--- src/rtl/power_squelch_if.sv ---
// ============================================================================
// power_squelch_if : run/settings/power-stream bundle for power_squelch
// Rev 1.0
// ============================================================================
`default_nettype none

interface power_squelch_if;
  logic        run;
  logic        set_stb;
  logic [7:0]  set_addr;
  logic [31:0] set_data;
  logic [31:0] power_in;
  logic        strobe_in;
  logic [31:0] power_out;
  logic        strobe_out;
  logic        gate;
  logic        open_stb;
  logic        close_stb;
  logic [31:0] peak_out;
  logic [63:0] debug;

  modport master (
    output run, set_stb, set_addr, set_data, power_in, strobe_in,
    input  power_out, strobe_out, gate, open_stb, close_stb, peak_out, debug
  );

  modport slave (
    input  run, set_stb, set_addr, set_data, power_in, strobe_in,
    output power_out, strobe_out, gate, open_stb, close_stb, peak_out, debug
  );
endinterface

`default_nettype wire

--- src/rtl/power_squelch.sv ---
// ============================================================================
// power_squelch : hysteresis squelch with attack/hang counts on a power stream.
// Optional peak tracking with POWER_SQUELCH_PEAK_EN.   Rev 1.0
// ============================================================================
`default_nettype none

module power_squelch #(
  parameter logic [7:0] SR_THRESH_ON  = 8'd0,
  parameter logic [7:0] SR_THRESH_OFF = 8'd1,
  parameter logic [7:0] SR_COUNTS     = 8'd2,
  parameter logic [7:0] SR_SQ_ENABLE  = 8'd3
) (
  input  logic           clk,
  input  logic           reset,
  power_squelch_if.slave bus
);

  localparam logic [1:0] ST_CLOSED = 2'd0;
  localparam logic [1:0] ST_ATTACK = 2'd1;
  localparam logic [1:0] ST_OPEN   = 2'd2;
  localparam logic [1:0] ST_HANG   = 2'd3;

  logic [31:0] thresh_on_q, thresh_off_q;
  logic [7:0]  attack_q;
  logic [15:0] hang_q;
  logic        enable_q;

  logic [1:0]  state_q, state_d;
  logic [15:0] cnt_q, cnt_d;
  logic        gate_q, gate_d;
  logic        open_stb_q, open_stb_d;
  logic        close_stb_q, close_stb_d;
  logic        strobe_out_q;
  logic [31:0] power_out_q;

  logic [7:0]  attack_eff;
  logic [15:0] hang_eff;
  logic [15:0] cnt_inc;
  logic        above, below, advance;

  always_ff @(posedge clk) begin
    if (reset) begin
      thresh_on_q  <= '0;
      thresh_off_q <= '0;
      attack_q     <= '0;
      hang_q       <= '0;
      enable_q     <= 1'b0;
    end else if (bus.set_stb) begin
      case (bus.set_addr)
        SR_THRESH_ON:  thresh_on_q  <= bus.set_data;
        SR_THRESH_OFF: thresh_off_q <= bus.set_data;
        SR_COUNTS: begin
          attack_q <= bus.set_data[7:0];
          hang_q   <= bus.set_data[23:8];
        end
        SR_SQ_ENABLE:  enable_q     <= bus.set_data[0];
        default: ;
      endcase
    end
  end

  logic unused_set_bits;
  assign unused_set_bits = &{1'b0, bus.set_data[31:24]};

  assign attack_eff = (attack_q == 8'd0) ? 8'd1 : attack_q;
  assign hang_eff   = (hang_q == 16'd0) ? 16'd1 : hang_q;
  assign cnt_inc    = (&cnt_q) ? cnt_q : cnt_q + 16'd1;
  assign above      = (bus.power_in >= thresh_on_q);
  assign below      = (bus.power_in < thresh_off_q);
  assign advance    = bus.strobe_in && enable_q && bus.run;

  always_ff @(posedge clk) begin
    if (reset) begin
      state_q <= ST_CLOSED;
      cnt_q   <= '0;
    end else begin
      state_q <= state_d;
      cnt_q   <= cnt_d;
    end
  end

  always_comb begin
    state_d = state_q;
    cnt_d   = cnt_q;
    if (!bus.run || !enable_q) begin
      state_d = ST_CLOSED;
      cnt_d   = '0;
    end else if (bus.strobe_in) begin
      case (state_q)
        ST_CLOSED: begin
          if (above) begin
            if (attack_eff == 8'd1) begin
              state_d = ST_OPEN;
              cnt_d   = '0;
            end else begin
              state_d = ST_ATTACK;
              cnt_d   = 16'd1;
            end
          end
        end
        ST_ATTACK: begin
          if (!above) begin
            state_d = ST_CLOSED;
            cnt_d   = '0;
          end else if (cnt_inc >= {8'd0, attack_eff}) begin
            state_d = ST_OPEN;
            cnt_d   = '0;
          end else begin
            cnt_d   = cnt_inc;
          end
        end
        ST_OPEN: begin
          if (below) begin
            if (hang_eff == 16'd1) begin
              state_d = ST_CLOSED;
              cnt_d   = '0;
            end else begin
              state_d = ST_HANG;
              cnt_d   = 16'd1;
            end
          end
        end
        default: begin
          if (!below) begin
            state_d = ST_OPEN;
            cnt_d   = '0;
          end else if (cnt_inc >= hang_eff) begin
            state_d = ST_CLOSED;
            cnt_d   = '0;
          end else begin
            cnt_d   = cnt_inc;
          end
        end
      endcase
    end
  end

  // Bypass forces the gate open; run=0 closes it silently without a close pulse.
  always_comb begin
    gate_d      = gate_q;
    open_stb_d  = 1'b0;
    close_stb_d = 1'b0;
    if (!enable_q) begin
      gate_d = 1'b1;
    end else if (!bus.run) begin
      gate_d = 1'b0;
    end else if (bus.strobe_in) begin
      gate_d      = (state_d == ST_OPEN) || (state_d == ST_HANG);
      open_stb_d  = ((state_q == ST_CLOSED) || (state_q == ST_ATTACK)) && (state_d == ST_OPEN);
      close_stb_d = ((state_q == ST_OPEN) || (state_q == ST_HANG)) && (state_d == ST_CLOSED);
    end
  end

  always_ff @(posedge clk) begin
    if (reset) begin
      gate_q       <= 1'b0;
      open_stb_q   <= 1'b0;
      close_stb_q  <= 1'b0;
      strobe_out_q <= 1'b0;
      power_out_q  <= '0;
    end else begin
      gate_q       <= gate_d;
      open_stb_q   <= open_stb_d;
      close_stb_q  <= close_stb_d;
      strobe_out_q <= bus.strobe_in;
      if (bus.strobe_in) begin
        power_out_q <= bus.power_in;
      end
    end
  end

`ifdef POWER_SQUELCH_PEAK_EN
  logic [31:0] peak_q, peak_d;
  logic [31:0] peak_out_q, peak_out_d;
  logic [31:0] peak_max;

  assign peak_max = (bus.power_in > peak_q) ? bus.power_in : peak_q;

  always_comb begin
    peak_d     = peak_q;
    peak_out_d = peak_out_q;
    if (open_stb_d) begin
      peak_d = bus.power_in;
    end else if (advance && ((state_q == ST_OPEN) || (state_q == ST_HANG))) begin
      peak_d = peak_max;
      if (close_stb_d) begin
        peak_out_d = peak_max;
      end
    end
  end

  always_ff @(posedge clk) begin
    if (reset) begin
      peak_q     <= '0;
      peak_out_q <= '0;
    end else begin
      peak_q     <= peak_d;
      peak_out_q <= peak_out_d;
    end
  end

  assign bus.peak_out = peak_out_q;
`else
  assign bus.peak_out = 32'h0;
`endif

  assign bus.power_out  = power_out_q;
  assign bus.strobe_out = strobe_out_q;
  assign bus.gate       = gate_q;
  assign bus.open_stb   = open_stb_q;
  assign bus.close_stb  = close_stb_q;
  assign bus.debug      = {state_q, cnt_q, gate_q, 45'd0};

endmodule

`default_nettype wire
--- src/flat_wrapper.sv ---
// flat-port wrapper written by rule: the top's interface ports become plain ports
module power_squelch_flat 
#(
  parameter logic [7:0] SR_THRESH_ON  = 8'd0,
  parameter logic [7:0] SR_THRESH_OFF = 8'd1,
  parameter logic [7:0] SR_COUNTS     = 8'd2,
  parameter logic [7:0] SR_SQ_ENABLE  = 8'd3
)
  (clk, reset, bus_run, bus_set_stb, bus_set_addr, bus_set_data, bus_power_in, bus_strobe_in, bus_power_out, bus_strobe_out, bus_gate, bus_open_stb, bus_close_stb, bus_peak_out, bus_debug);
  power_squelch_if bus_i ();
  input  logic clk;
  input  logic reset;
  input wire logic [$bits(bus_i.run)-1:0] bus_run;
  input wire logic [$bits(bus_i.set_stb)-1:0] bus_set_stb;
  input wire logic [$bits(bus_i.set_addr)-1:0] bus_set_addr;
  input wire logic [$bits(bus_i.set_data)-1:0] bus_set_data;
  input wire logic [$bits(bus_i.power_in)-1:0] bus_power_in;
  input wire logic [$bits(bus_i.strobe_in)-1:0] bus_strobe_in;
  output wire logic [$bits(bus_i.power_out)-1:0] bus_power_out;
  output wire logic [$bits(bus_i.strobe_out)-1:0] bus_strobe_out;
  output wire logic [$bits(bus_i.gate)-1:0] bus_gate;
  output wire logic [$bits(bus_i.open_stb)-1:0] bus_open_stb;
  output wire logic [$bits(bus_i.close_stb)-1:0] bus_close_stb;
  output wire logic [$bits(bus_i.peak_out)-1:0] bus_peak_out;
  output wire logic [$bits(bus_i.debug)-1:0] bus_debug;
  assign bus_i.run = bus_run;
  assign bus_i.set_stb = bus_set_stb;
  assign bus_i.set_addr = bus_set_addr;
  assign bus_i.set_data = bus_set_data;
  assign bus_i.power_in = bus_power_in;
  assign bus_i.strobe_in = bus_strobe_in;
  assign bus_power_out = bus_i.power_out;
  assign bus_strobe_out = bus_i.strobe_out;
  assign bus_gate = bus_i.gate;
  assign bus_open_stb = bus_i.open_stb;
  assign bus_close_stb = bus_i.close_stb;
  assign bus_peak_out = bus_i.peak_out;
  assign bus_debug = bus_i.debug;
  power_squelch #(.SR_THRESH_ON(SR_THRESH_ON), .SR_THRESH_OFF(SR_THRESH_OFF), .SR_COUNTS(SR_COUNTS), .SR_SQ_ENABLE(SR_SQ_ENABLE)) u_core (.clk(clk), .reset(reset), .bus(bus_i));
endmodule
--- config.mk ---
export PLATFORM = sky130hd
export DESIGN_NAME = power_squelch_flat
export DESIGN_NICKNAME = d
export VERILOG_FILES = /design/src/rtl/power_squelch_if.sv /design/src/rtl/power_squelch.sv /design/src/flat_wrapper.sv
export SDC_FILE = /design/constraint.sdc
export NUM_CORES = 1
export LEC_CHECK = 0
export BUFFER_PORTS_ARGS = -buffer_cell sky130_fd_sc_hd__buf_4
export CAP_MARGIN = 20
export CORE_MARGIN = 2
export CORE_UTILIZATION = 56
export CTS_BUF_LIST = sky130_fd_sc_hd__clkbuf_4
export DETAILED_ROUTE_END_ITERATION = 6
export PLACE_DENSITY = 0.83
export REMOVE_ABC_BUFFERS = 1
export SYNTH_ARGS = -nofsm -noshare
export SYNTH_HDL_FRONTEND = slang
export SYNTH_SLANG_ARGS = --single-unit
--- constraint.sdc ---
create_clock -name clk -period 4.3 [get_ports clk]
set_clock_uncertainty 0.1 [all_clocks]
set_input_delay 0 -clock clk [delete_from_list [all_inputs] [get_ports clk]]
set_output_delay 0 -clock clk [all_outputs]
set_load 0.02 [all_outputs]
==> results.py, run 1 <==
metrics = {
    "layout": {
        "drive_above_1_share_pct": 15.0,
        "final_nets": 1456,
        "seqCellArea_mm2": 0.00287,
        "fin_area_mm2": 0.0107,
        "diodes": 0,
        "fillers": 1041,
        "area_growth_pct": 26.3,
        "multiInputGateArea_mm2": 0.00479,
        "final_util_pct": 73.1,
    },
    "worst_setup_path": {
        "crit_slowest_cell": "dfxtp_1",
        "cp.buffers_inverters": 1,
        "regToRegEndpoint": "u_core.cnt_q[3]",
        "cp_data_required_time_ns": 4.67,
        "crit_path_max_fanout": 10,
        "critPathCaptureType": "flop",
        "path_delay_family": "simple AND/OR/NAND/NOR gates",
        "ff2ff_setup_slack_ns": 0.41,
        "crit_arrival_ns": 4.25,
        "crit_type": "flop to flop",
        "worstReg2RegStart": "u_core.cnt_q[12]",
        "startpoint_type": "flop",
        "slowest_delay_ns": 0.54,
        "path_common_cell": "nor2_1",
        "path_cells": "and4_1 -> nand3_1 -> nand4_1 -> nor2_1 -> xor2_2 -> ha_1 -> a21oi_1 -> nor2_1 -> a2111oi_1 -> o41ai_1 -> a221oi_2 -> buf_4 -> a22oi_2 -> or4_1 -> o22ai_1",
        "rr_worst_depth": 15,
    },
    "sta": {
        "max_slew.worst_pin.slew_ns": 0.922,
        "setup_viol": 0,
        "setup_tns_ns": 0,
        "max_freq_ghz": 0.257,
        "max-slew-margin-rel_pct": 38.4,
        "rsz0062_at_grt": "false",
        "hold_violations": 0,
        "final_max_slew_viol_count": 0,
        "fin_crit_sh_pct": 90.4,
        "finalCriticalPeriod_ns": 3.89,
    },
    "worst_hold_path": {
        "hold_class": "input pin to flop",
        "hold_depth": 4,
        "hold_end": "u_core.thresh_off_q[25]",
        "min_from": "bus_set_data[25]",
    },
    "floorplan": {
        "rows": 44,
        "die_y_um": 127,
        "die_w_um": 127,
        "start_util_pct": 57.9,
        "die_area_mm2": 0.0161,
        "coreArea_mm2": 0.0146,
        "ioPinCount": 209,
    },
    "route": {
        "wl_per_cell_um": 16.1,
        "dr.pass1.iters": 5,
        "vias": 8177,
        "drt-initial-drc-count": 714,
        "remaining_drc_errors": 0,
        "postRouteWirelength_um": 23900,
        "ant_nets": 0,
        "via_per_inst": 5.50,
    },
    "logic_synthesis": {
        "yosysWarnings": 0,
        "synth_seq_cells": 143,
        "synthesis.area_mm2": 0.00847,
        "synthArstFlopShare_pct": 0,
        "synth_xor_area_share_pct": 0.930,
        "synth.avg_cell_area_um2": 7.92,
        "synth.yosys.seq_area_share_pct": 33.8,
        "synth_top_family_by_area": "simple AND/OR/NAND/NOR gates",
        "synthSimpleGateAreaFrac_pct": 20.3,
        "synth_mux_area_share_pct": 4.16,
        "syn_inst": 1070,
        "synth_compound_area_share_pct": 14.5,
        "yosys.area_share.adder_pct": 13.0,
        "synth-edff-count": 0,
        "ys_types": 67,
        "synth_top_flop_cell": "dfxtp_1",
    },
    "place": {
        "placed_cell_area_mm2": 0.00926,
        "routabilityCongestion": 0.892,
        "hpwl_um": 14600,
        "io_buffers": 131,
    },
    "global_route": {
        "grt_pass1_wl_um": 38300,
        "grt_pass1_vias": 8086,
        "antenna_found_initial": 0,
        "grt_overflow": 0,
        "gr-usage-all-layers_pct": 29.2,
        "grt_max_degree": 64,
    },
    "cts": {
        "htree_levels": 4,
        "worstSkewPairLatency_ns": 0.55,
        "cts_num_sinks": 143,
        "cts_tree": "yes",
        "clockRootBuffer": "clkbuf_4",
        "clkSlewWorstSetupHoldPaths_ns": 0.13,
        "clk_path_buf_depth": 2,
        "cts_made_buffers": 17,
    },
    "pwr": {
        "power_leakage_nw": 4.33,
        "vdd.ir_drop.worst_mv": 0.259,
        "p_per_area_mw_per_mm2": 255,
    },
    "outcome": {
        "status": "completed",
    },
    "flow_run": {
        "max_cap_viol_count": 0,
    },
}
## cells in the final DEF, fill, tap and decap left out, drive strengths merged, types with 3 or more instances in the layout
cell type    synthesis  layout
a2111oi              5       5
a211o                3       3
a21boi               3       3
a21o                 9       9
a21oi              131     131
a22o                 3       3
a31o                 3       3
a31oi                7       7
and2                 3       3
and3                 5       5
and4                 7       7
buf                 92     141
bufinv               0       3
clkbuf              33      18
clkinv               0       7
conb                 1      77
dfxtp              143     143
dlygate4sd3          0     110
ha                  88      88
inv                 91      94
mux2i               33      33
nand2              224     224
nand2b               7       7
nand3               13      13
nand3b               8       8
nand4               17      17
nor2                55      55
nor2b                3       3
nor3                11      11
nor4                 8       8
o21a                 6       6
o21ai               10      10
or2                  3       3
or3b                 7       7
xnor2                7       7
## worst max path at each step
| stage | start | endpoint | cells after the start |
|---|---|---|---|
| finish | u_core.cnt_q[12] | u_core.cnt_q[3] | 15 |
| global route | u_core.cnt_q[2] | u_core.cnt_q[3] | 16 |
| CTS | u_core.cnt_q[0] | u_core.cnt_q[3] | 16 |
| detailed placement | u_core.cnt_q[0] | u_core.cnt_q[3] | 16 |
| global placement | u_core.cnt_q[0] | u_core.cnt_q[3] | 16 |
| floorplan | u_core.cnt_q[0] | u_core.cnt_q[3] | 16 |
## tightest hold or removal path, cell delays in order
cell           delay, ns
dlygate4sd3_1       0.53
buf_4               0.13
nand2_1             0.05
a21oi_1             0.05
## per-layer routing
| layer | up-vias | wire (um) | GRT usage [%] |
|---|---|---|---|
| met2 | 358 | 11800 | 51.9 |
| li1 | 3901 | - | - |
| met4 | 0 | 729 | 11.3 |
| met1 | 3839 | 9710 | 34.4 |
| met3 | 79 | 1620 | 6.32 |
| met5 | - | 0 | 0 |
## sequential cells by signal, indices dropped and copies added, names as in the netlist, 2 cells and up
signal and flops:
u_core.attack_q 8, u_core.hang_q 16, u_core.thresh_on_q 32, u_core.cnt_q 16
u_core.bus.power_out 32, u_core.state_q 2, u_core.thresh_off_q 32
## per-stage QoR
| step | instances | worst slack [ns] | hold slack [ns] | power [mW] |
|---|---|---|---|---|
| 4_1_cts | 1487 | 0.164 | 0.100 | 2.71 |
| 6_report | 1488 | 0.414 | 0.143 | 2.73 |
| 3_5_place_dp | 1344 | 0.208 | 0.164 | 1.73 |
| 5_1_grt | 1488 | 0.0359 | 0.143 | 2.83 |
| 3_3_place_gp | 1344 | 0.395 | 0.158 | 1.72 |
| 2_1_floorplan | 1021 | 0.258 | -0.0309 | 1.56 |
## cell usage after synthesis (3+ instances only)
library cell / instances / area, um2
ha_1: 88 / 1100
a22o_1: 3 / 26.3
nand3b_1: 8 / 60.1
a31o_2: 3 / 26.3
xnor2_1: 7 / 61.3
buf_1: 3 / 11.3
nand2_1: 224 / 841
nand3_1: 13 / 65.1
or2_2: 3 / 18.8
nand2b_1: 6 / 37.5
a31oi_1: 7 / 43.8
nor2_1: 54 / 203
o21a_1: 6 / 45.0
dfxtp_1: 143 / 2860
and3_1: 5 / 31.3
and4_1: 7 / 61.3
nor3_1: 11 / 55.1
buf_2: 9 / 45.0
mux2i_1: 33 / 330
inv_1: 91 / 342
nor4_1: 7 / 43.8
a21oi_1: 131 / 656
clkbuf_1: 32 / 120
nand4_1: 17 / 106
o21ai_0: 9 / 45.0
nor2b_1: 3 / 18.8
or3b_1: 7 / 61.3
and2_1: 3 / 18.8
a2111oi_0: 4 / 35.0
a21o_1: 9 / 67.6
a211o_1: 3 / 26.3
buf_4: 79 / 593
## kinds of logic (layout without fill, tap and decap cells)
group | count (synthesis) | in the layout
and+or+nand+nor | 379 | 379
buffers and inverters | 216 | 374
AOI/OAI and AO/OA | 199 | 199
DFF | 143 | 143
adders and majority gates | 88 | 88
muxes | 35 | 35
xor gates and xnor gates | 9 | 9
other | 1 | 77
## final cells by class
type	instances	share of cell area, %
sequential	143	26.8
multi-input combinational	787	44.8
timing repair buffer	251	20.3
inverter	91	3.19
clock buffer	18	1.26
tap	184	2.15
clock inverter	14	1.53
## power breakdown
part	leakage, nW	internal, mW	total, mW	switching [mW]
combinational	3.01	0.202	0.446	0.244
clock	0.162	0.410	0.928	0.518
sequential	1.16	1.34	1.36	0.0118
total	4.33	1.96	2.73	0.774
## repair_timing
action,in CTS,in global routing
hold endpoints to repair,129,0
hold buffers,111,0
resized for setup,0,4
endpoints found under the setup margin,0,16
buffers inserted,0,1
Note: power is estimated with default switching activity, not from simulation.
==> run 2: changes to the inputs <==
--- a/config.mk
+++ b/config.mk
@@ -7,6 +7,7 @@
 export LEC_CHECK = 0
 export BUFFER_PORTS_ARGS = -buffer_cell sky130_fd_sc_hd__buf_4
 export CAP_MARGIN = 20
+export CORE_ASPECT_RATIO = 0.9
 export CORE_MARGIN = 2
 export CORE_UTILIZATION = 56
 export CTS_BUF_LIST = sky130_fd_sc_hd__clkbuf_4
==> run 2 against run 1 <==
Against the previous run: count of clock-buffer cells in the layout did not move; design area up 0.64%; non-clock buffer count rose by 6; total power is 1.2% higher; clock power increased by 3.1%; die area about the same; combinational power barely moved; critical path depth rose by 3; setup slack got worse by 0.057 ns; hold slack lost 0.028 ns; critical endpoint unchanged.
==> results.py, run 2 (same netlist as run 1, synthesis figures left out) <==
metrics = {
    "pwr": {
        "p_seq_share_pct": 49.1,
        "switching_power_uw": 759,
        "vdd.ir_drop.worst_mv": 0.228,
        "power_leakage_nw": 4.36,
        "p_per_area_mw_per_mm2": 257,
        "comb_power_share_pct": 16.2,
        "intPower_mw": 2.00,
        "clkPwrFrac_pct": 34.6,
        "switching_share_pct": 27.5,
    },
    "place": {
        "io_buffers": 131,
        "dp_slack_ns": 0.244,
        "hpwl_um": 15200,
        "routabilityCongestion": 0.879,
    },
    "cts": {
        "worstSkewPairLatency_ns": 0.56,
        "clk_path_buf_depth": 2,
        "clkSlewWorstSetupHoldPaths_ns": 0.13,
        "htree_levels": 4,
        "cts_made_buffers": 17,
        "cts_num_sinks": 143,
        "clockRootBuffer": "clkbuf_4",
        "cts_tree": "yes",
    },
    "sta": {
        "hold_violations": 0,
        "fin_crit_sh_pct": 91.7,
        "rsz0062_at_grt": "false",
        "finalCriticalPeriod_ns": 3.94,
        "final_max_slew_viol_count": 0,
        "max_freq_ghz": 0.254,
        "setup_tns_ns": 0,
        "setup_ws_ns": 0.356,
        "setup_viol": 0,
        "max-slew-margin-rel_pct": 40.2,
        "max_slew.worst_pin.slew_ns": 0.895,
    },
    "route": {
        "wl_per_cell_um": 16.2,
        "dr.pass1.iters": 5,
        "remaining_drc_errors": 0,
        "via_per_inst": 5.37,
        "postRouteWirelength_um": 24400,
        "vias": 8104,
        "ant_nets": 0,
        "drt-initial-drc-count": 533,
    },
    "floorplan": {
        "die_y_um": 121,
        "die_w_um": 134,
        "coreArea_mm2": 0.0148,
        "start_util_pct": 57.4,
        "rows": 42,
        "ioPinCount": 209,
        "die_area_mm2": 0.0161,
    },
    "worst_setup_path": {
        "startpoint_type": "flop",
        "worstReg2RegStart": "u_core.cnt_q[0]",
        "cp_data_required_time_ns": 4.68,
        "crit_path_max_fanout": 9,
        "crit_arrival_ns": 4.32,
        "crit_type": "flop to flop",
        "critPathCaptureType": "flop",
        "startpoint": "u_core.cnt_q[0]",
    },
    "global_route": {
        "grt_pass1_wl_um": 39300,
        "grt_max_degree": 67,
        "antenna_found_initial": 0,
        "grt_pass1_vias": 8022,
        "gr-usage-all-layers_pct": 30.6,
        "grt_overflow": 0,
    },
    "layout": {
        "layout_commonest_cell": "nand2_1",
        "area_growth_pct": 27.1,
        "drive_above_1_share_pct": 15.1,
        "layout_common_cells": "224 x nand2_1, 145 x buf_4, 141 x dfxtp_1",
        "final_nets": 1462,
        "diodes": 0,
        "fillers": 1078,
    },
    "worst_hold_path": {
        "min_from": "bus_set_addr[3]",
        "hold_class": "input pin to flop",
    },
    "flow_run": {
        "max_cap_viol_count": 0,
    },
    "outcome": {
        "status": "completed",
    },
}
-- run 2: routing by layer --
metal,up-vias,track usage [%],routed length (um)
met3,64,5.41,1370
met5,-,0,0
met4,0,12.9,718
met2,321,54.3,12300
li1,3904,-,-
met1,3815,36.4,9980
-- run 2: final cells by class --
type                       count  area [um2]  share of cell area [%]
clock buffer                  18         135                    1.25
sequential                   143        2870                    26.6
tap                          198         248                    2.30
timing repair buffer         257        2210                    20.5
multi-input combinational    787        4800                    44.5
inverter                      91         342                    3.17
clock inverter                14         173                    1.60
-- run 2: power groups by stage --
stage | logic, mW | clock network, mW | registers [mW]
global route | 0.480 | 1.04 | 1.36
global placement | 0.337 | 0 | 1.38
floorplan | 0.158 | 0 | 1.41
finish | 0.449 | 0.957 | 1.36
CTS | 0.429 | 0.958 | 1.35
detailed placement | 0.344 | 0 | 1.38
-- run 2: what timing repair did --
item                                    in CTS  in global routing
hold buffers                               112                  0
buffers inserted                             0                  1
resized for setup                            0                  6
hold endpoints to repair                   129                  0
endpoints found under the setup margin       0                 18
-- run 2: critical path: stages, from the launching register on --
cell and delay (ns):
dfxtp_2 0.43, ha_1 0.19, nand3_1 0.17, nor2_4 0.19, nand3_1 0.13, nand4_1 0.14
buf_4 0.15, nor2_1 0.05, xor2_1 0.23, buf_4 0.17, ha_1 0.23, a21oi_1 0.14
o21ai_0 0.10, a211o_1 0.28, nor3_1 0.14, and4_1 0.25, a22oi_2 0.18, or4_1 0.44
o22ai_1 0.15
-- run 2: stage by stage --
stage	cell area, um2	hold slack [ns]	power [mW]	utilization [%]	instances
3_3_place_gp	9300	0.157	1.72	63.0	1362
4_1_cts	10700	0.0618	2.74	72.7	1506
5_1_grt	10800	0.108	2.88	72.9	1508
6_report	10800	0.116	2.76	72.9	1508
2_1_floorplan	7970	-0.0309	1.56	-	1021
3_5_place_dp	9300	0.166	1.73	63.0	1362
-- run 2: path summary, 6_finish.rpt --
check | slack [ns] | end | cells past startpoint
worst max register to register | 0.36 | u_core.cnt_q[3] | 18
worst max-delay path | 0.36 | u_core.cnt_q[3] | 18
worst min register to register | 0.36 | u_core.thresh_off_q[23] | 2
worst min-delay path | 0.12 | u_core.thresh_on_q[8] | 6
